### config.mk
export PLATFORM = sky130hd
export DESIGN_NAME = ssc_ramp_ctrl
export DESIGN_NICKNAME = d
export VERILOG_FILES = /design/src/rtl/ssc_ramp_ctrl.sv
export SDC_FILE = /design/constraint.sdc
export NUM_CORES = 1
export LEC_CHECK = 0
export BUFFER_PORTS_ARGS = -buffer_cell sky130_fd_sc_hd__clkbuf_2
export CAP_MARGIN = 10
export CORE_UTILIZATION = 47
export DETAILED_ROUTE_END_ITERATION = 10
export PLACE_DENSITY = 0.77
export SLEW_MARGIN = 20
export SYNTH_ARGS = -nofsm -noshare
export SYNTH_HDL_FRONTEND = slang
export SYNTH_SLANG_ARGS = --single-unit
### constraint.sdc
create_clock -name clk_in -period 3.5 [get_ports clk_in]
set_input_delay 0.175 -clock clk_in [delete_from_list [all_inputs] [get_ports clk_in]]
set_output_delay 0.175 -clock clk_in [all_outputs]
set_load 0.02 [all_outputs]
### src/rtl/ssc_ramp_ctrl.sv
// ssc_ramp_ctrl: spread-spectrum modulator sequencer (calibrate, ramp depth up, hold, ramp down).
// Ports: clk_in/rst_n clock and asynchronous active-low reset; en_req host run request;
//   tgt_profile/tgt_depth/tgt_freq targets, latched only when leaving IDLE; ramp_div cycles per
//   depth step minus one; calib_done_in from the modulator; ssc_* registered modulator controls;
//   busy/state_dbg/err_timeout status.
// Option: define SSC_RAMP_CTRL_CAL_TIMEOUT_EN to bound CALIB by CAL_TIMEOUT cycles (ERROR state).
module ssc_ramp_ctrl #(
  parameter int N_PHASE_BITS = 16,
  parameter int N_AMP_BITS = 8,
  parameter int CAL_TIMEOUT = 1024
) (
  input  logic                    clk_in,
  input  logic                    rst_n,
  input  logic                    en_req,
  input  logic [1:0]              tgt_profile,
  input  logic [N_AMP_BITS-1:0]   tgt_depth,
  input  logic [N_PHASE_BITS-1:0] tgt_freq,
  input  logic [7:0]              ramp_div,
  input  logic                    calib_done_in,
  output logic                    ssc_en,
  output logic [1:0]              ssc_profile,
  output logic [N_AMP_BITS-1:0]   ssc_mod_depth,
  output logic [N_PHASE_BITS-1:0] ssc_mod_freq,
  output logic                    ssc_calib_req,
  output logic                    busy,
  output logic [2:0]              state_dbg,
  output logic                    err_timeout
);
`ifdef SSC_RAMP_CTRL_CAL_TIMEOUT_EN
  typedef enum logic [2:0] {IDLE = 3'd0, CALIB = 3'd1, RAMP_UP = 3'd2, ACTIVE = 3'd3, RAMP_DOWN = 3'd4, ERROR = 3'd5} state_t;
`else
  typedef enum logic [2:0] {IDLE = 3'd0, CALIB = 3'd1, RAMP_UP = 3'd2, ACTIVE = 3'd3, RAMP_DOWN = 3'd4} state_t;
`endif
  state_t                  r_state, w_nxt;
  logic [1:0]              r_sh_profile;
  logic [N_AMP_BITS-1:0]   r_sh_depth, r_depth, w_depth;
  logic [N_PHASE_BITS-1:0] r_sh_freq;
  logic [7:0]              r_cnt;
  logic                    w_step, w_run;
  assign w_step = r_cnt == ramp_div;
  assign w_run = (w_nxt == RAMP_UP) || (w_nxt == ACTIVE) || (w_nxt == RAMP_DOWN);
  assign ssc_mod_depth = r_depth;
`ifdef SSC_RAMP_CTRL_CAL_TIMEOUT_EN
  logic [15:0] r_cal_cnt;
  logic        w_cal_to;
  // r_cal_cnt holds the number of CALIB cycles already spent before the current one
  assign w_cal_to = r_cal_cnt + 16'd1 == 16'(CAL_TIMEOUT);
  always_ff @(posedge clk_in or negedge rst_n) begin
    if (!rst_n) begin
      r_cal_cnt   <= '0;
      err_timeout <= 1'b0;
    end else begin
      r_cal_cnt   <= (r_state == CALIB && w_nxt == CALIB) ? r_cal_cnt + 16'd1 : '0;
      err_timeout <= w_nxt == ERROR;
    end
  end
`else
  // no timeout hardware: the flag is constant zero for any legal CAL_TIMEOUT
  assign err_timeout = 1'b0 & (CAL_TIMEOUT == 0);
`endif
  always_ff @(posedge clk_in or negedge rst_n) begin
    if (!rst_n) r_state <= IDLE;
    else r_state <= w_nxt;
  end
  // en_req is tested first in every state so it overrides step and completion conditions
  always_comb begin
    w_nxt = r_state;
    w_depth = r_depth;
    case (r_state)
      IDLE: if (en_req) w_nxt = CALIB;
      CALIB: begin
        if (!en_req) w_nxt = IDLE;
        else if (calib_done_in) w_nxt = RAMP_UP;
`ifdef SSC_RAMP_CTRL_CAL_TIMEOUT_EN
        else if (w_cal_to) w_nxt = ERROR;
`endif
      end
      RAMP_UP: begin
        if (!en_req) w_nxt = RAMP_DOWN;
        else if (r_depth >= r_sh_depth) w_nxt = ACTIVE;
        else if (w_step) w_depth = r_depth + 1'b1;
      end
      ACTIVE: if (!en_req) w_nxt = RAMP_DOWN;
      RAMP_DOWN: begin
        if (en_req) w_nxt = RAMP_UP;
        else if (r_depth == '0) w_nxt = IDLE;
        else if (w_step) w_depth = r_depth - 1'b1;
      end
`ifdef SSC_RAMP_CTRL_CAL_TIMEOUT_EN
      ERROR: if (!en_req) w_nxt = IDLE;
`endif
      default: w_nxt = IDLE;
    endcase
  end
  // outputs are registered from the next state so they track r_state exactly
  always_ff @(posedge clk_in or negedge rst_n) begin
    if (!rst_n) begin
      r_sh_profile  <= '0;
      r_sh_depth    <= '0;
      r_sh_freq     <= '0;
      r_depth       <= '0;
      r_cnt         <= '0;
      ssc_en        <= 1'b0;
      ssc_profile   <= '0;
      ssc_mod_freq  <= '0;
      ssc_calib_req <= 1'b0;
      busy          <= 1'b0;
      state_dbg     <= '0;
    end else begin
      if (r_state == IDLE && en_req) begin
        r_sh_profile <= tgt_profile;
        r_sh_depth   <= tgt_depth;
        r_sh_freq    <= tgt_freq;
      end
      r_depth       <= w_depth;
      r_cnt         <= (w_nxt != r_state || w_step) ? '0 : r_cnt + 8'd1;
      ssc_en        <= w_run;
      ssc_profile   <= w_run ? r_sh_profile : '0;
      ssc_mod_freq  <= w_run ? r_sh_freq : '0;
      ssc_calib_req <= w_nxt == CALIB;
      busy          <= w_nxt != IDLE;
      state_dbg     <= w_nxt;
    end
  end
endmodule

==> impl_metrics.toml <==
[drt]
drc_errors = 0
drt_first_iter_violations = 112
via_per_inst = 5.22
wl_per_cell_um = 14.4
dr.pass1.iters = 4
sum_of_routed_wire_length_over_all_layers_mm = 6.09
ant_nets_after_route = 0
num_vias = 2207

[power_and_ir_drop]
power.density_mw_per_mm2 = 633
design_power_total_mw = 2.39
cellLeakagePower_nw = 1.91
vdd.ir_drop.worst_v = 0.000418

[clock_tree]
worst_skew_pair.late_latency_ns = 0.33
clock_tree.buffer_depth = 2
number_of_sinks_driven_by_the_clock_tree = 66
cts_hold_buffers = 0
postCtsSetupRepairBufs = 0
clock_tree_from_tritoncts = "built"
cts-buffers-inserted = 9
h-tree-depth = 3
clk_root_buffer_cell = "sky130_fd_sc_hd__clkbuf_8"
clkSlewWorstSetupHoldPaths_ns = 0.08
ctsResizeCount = 0

[floorplanning]
floorplan.initialDensity_pct = 49.0
die_width_um = 83.6
core_area_sq_mm = 0.00639
floorplan.die.height_um = 83.6
floorplan.die_area_sq_mm = 0.00699
boundaryPins = 71
number_of_rows_in_the_core_area = 29

[status]
run_status = "complete, but fails checks"
violations = "negative hold slack"

[synth]
mappedNetlistNets = 320
yosysUniqueCellTypes = 46
gate_count_of_the_mapped_netlist = 266
mappedNetlistArea_sq_mm = 0.00313
number_of_flip_flops_and_latches_in_the_synthesized_netlist = 66
yosysWarningCount = 0
synth_sequential_area_ratio_pct = 52.7
avgSynthCellArea_sq_um = 11.8

[cells_and_area]
final_layout_size_suffix_gt1_share_pct = 34.4
final_net_count = 395
final_common_cell = "sky130_fd_sc_hd__clkbuf_2"
area_growth_from_synthesis_to_final_layout_pct = 20.5
nFillCells = 540
layout_common_cells = "69 x sky130_fd_sc_hd__clkbuf_2, 66 x sky130_fd_sc_hd__dfrtp_1, 24 x sky130_fd_sc_hd__mux2_2"
n_antenna_cell = 0

[sta]
max_clock_freq_mhz = 371
tns_ns = 0
report.final.setup_viol = 0
worst_slew_margin_rel_pct = 36.5
timing_max_transition_violations_final = 0
hold_viol = 13
timing.final.crit_period_ns = 2.69
timing.hold.ws_ns = -0.0262
tightest_slew_ns = 0.953
timing.clock.skew_ns = 0.0157
final.period_utilization_pct = 76.9
unrepaired_setup_endpoints_after_global_routing = "false"

[worst_setup_path]
cp_capture_type = "register"
critPathLaunchType = "register"
worstPathRequired_ns = 3.70
timing.setup.critical_path_class = "reg -> reg"
crit_arrival_ns = 2.90
crit_fanout = 7

[grt]
grt_overflow = 0
number_of_antenna_violations_at_the_first_check_in_global_routing = 0
grt_start_max_net_pins = 41
first_global_vias = 2210
first_pass_grt_wire_length_mm = 10.2
grtUsageTotal_pct = 18.5

[place]
hpwl_after_dpl_mm = 4.50
gp_congestion = 0.897
port_buffers = 69

[hold_path]
hold_crit_class = "in -> async"

[job]
max_cap_violations = 0
## report_power, final
part	switching, mW	internal [mW]
combinational	0.365	0.271
sequential	0.0997	0.964
clock	0.286	0.403
total	0.751	1.64
## per-stage QoR
stage	util, %	instances	setup slack (ns)	area [sq um]
2_1_floorplan	-	266	0.911	3130
3_3_place_gp	55.7	407	0.894	3560
3_5_place_dp	55.7	407	0.823	3560
4_1_cts	59.1	423	0.810	3770
5_1_grt	59.1	423	0.563	3770
6_report	59.1	423	0.807	3770
## Yosys cell counts (all sizes together)
cell      n  area share (%)
and3      2            0.40
ha       15             6.0
clkbuf    4            0.48
o211ai    3            0.72
or2       2            0.40
xnor2     4             1.1
a2111oi   2            0.80
nand2    13             1.6
buf       4            0.92
a31oi     2            0.40
a311oi    1            0.28
mux2     24             8.6
nand3     8             1.3
nor4      4            0.80
o21a      4            0.96
xor2     15             4.2
o21ai    10             1.6
nor2      6            0.72
and2     18             3.6
or3       2            0.40
and4      1            0.28
fa        1            0.64
nor2b     2            0.40
a21boi    1            0.24
or3b      1            0.36
o311a     1            0.32
nand2b    1            0.20
o31ai     2            0.48
mux2i     2            0.64
nor3      5            0.96
a21oi     5            0.92
conb      1            0.12
a211oi    9             2.6
nand4     1            0.20
o21bai    3            0.72
o2111ai   2            0.56
inv      18             2.2
dfrtp    66              53
o311ai    1            0.28
## layer usage
metal  global-route usage, %  up-vias  share of wire (%)
li1                        -     1079                  -
met1                    24.7     1072                 46
met2                    30.7       54                 50
met3                    3.46        2                3.5
met4                    6.01        0               0.48
met5                       0        -                  0
## area by class of cell
cell class | count | area (sq um) | area share, %
flip-flops and latches | 66 | 1650 | 43.8
clock buffers | 10 | 128 | 3.38
multi-input cells | 174 | 1370 | 36.4
clock inverters | 6 | 88.8 | 2.35
repair buffers | 72 | 368 | 9.75
well taps | 77 | 96.3 | 2.55
inverters | 18 | 67.6 | 1.79
## worst paths after layout
check                      slack [ns]                      endpoint  cells after the start                    startpoint
max                              0.81  ssc_mod_depth[4]$_DFFE_PN0P_                      7  ssc_mod_depth[0]$_DFFE_PN0P_
min reg2reg                      0.47      ssc_profile[1]$_DFF_PN0_                      1   r_sh_profile[1]$_DFFE_PN0P_
max reg2reg                      0.81  ssc_mod_depth[4]$_DFFE_PN0P_                      7  ssc_mod_depth[0]$_DFFE_PN0P_
min in group clk_in              0.07     r_sh_depth[2]$_DFFE_PN0P_                      3                  tgt_depth[2]
max in group asynchronous        2.59  ssc_mod_depth[4]$_DFFE_PN0P_                      2                         rst_n
min                             -0.03      r_sh_freq[4]$_DFFE_PN0P_                      1                         rst_n
## cells by family (layout without fill, tap and decap cells)
family	after synthesis	count (layout)	synth area share, %
flops	66	66	52.7
simple gates	66	66	11.5
compound gates	46	46	10.8
mux	26	26	9.27
buf+inv	26	106	3.56
xor+xnor	19	19	5.31
fa+ha+maj	16	16	6.63
other cells	1	1	0.120
## critical path: stages, from the launching register on
cell,delay (ns)
sky130_fd_sc_hd__dfrtp_1,0.40
sky130_fd_sc_hd__inv_1,0.15
sky130_fd_sc_hd__ha_1,0.25
sky130_fd_sc_hd__nand2b_1,0.14
sky130_fd_sc_hd__a2111oi_1,0.58
sky130_fd_sc_hd__o31ai_1,0.22
sky130_fd_sc_hd__a211oi_4,0.47
sky130_fd_sc_hd__mux2_2,0.39
## flip-flops by register name (all words and copies together) (netlist names)
| signal | flops |
|---|---|
| ssc_calib_req | 1 |
| ssc_mod_depth | 8 |
| ssc_en | 1 |
| r_sh_profile | 2 |
| r_cnt | 8 |
| ssc_profile | 2 |
| ssc_mod_freq | 16 |
| busy | 1 |
| r_sh_freq | 16 |
| r_sh_depth | 8 |
| state_dbg | 3 |
No activity file was read; power rests on OpenSTA's default activity.
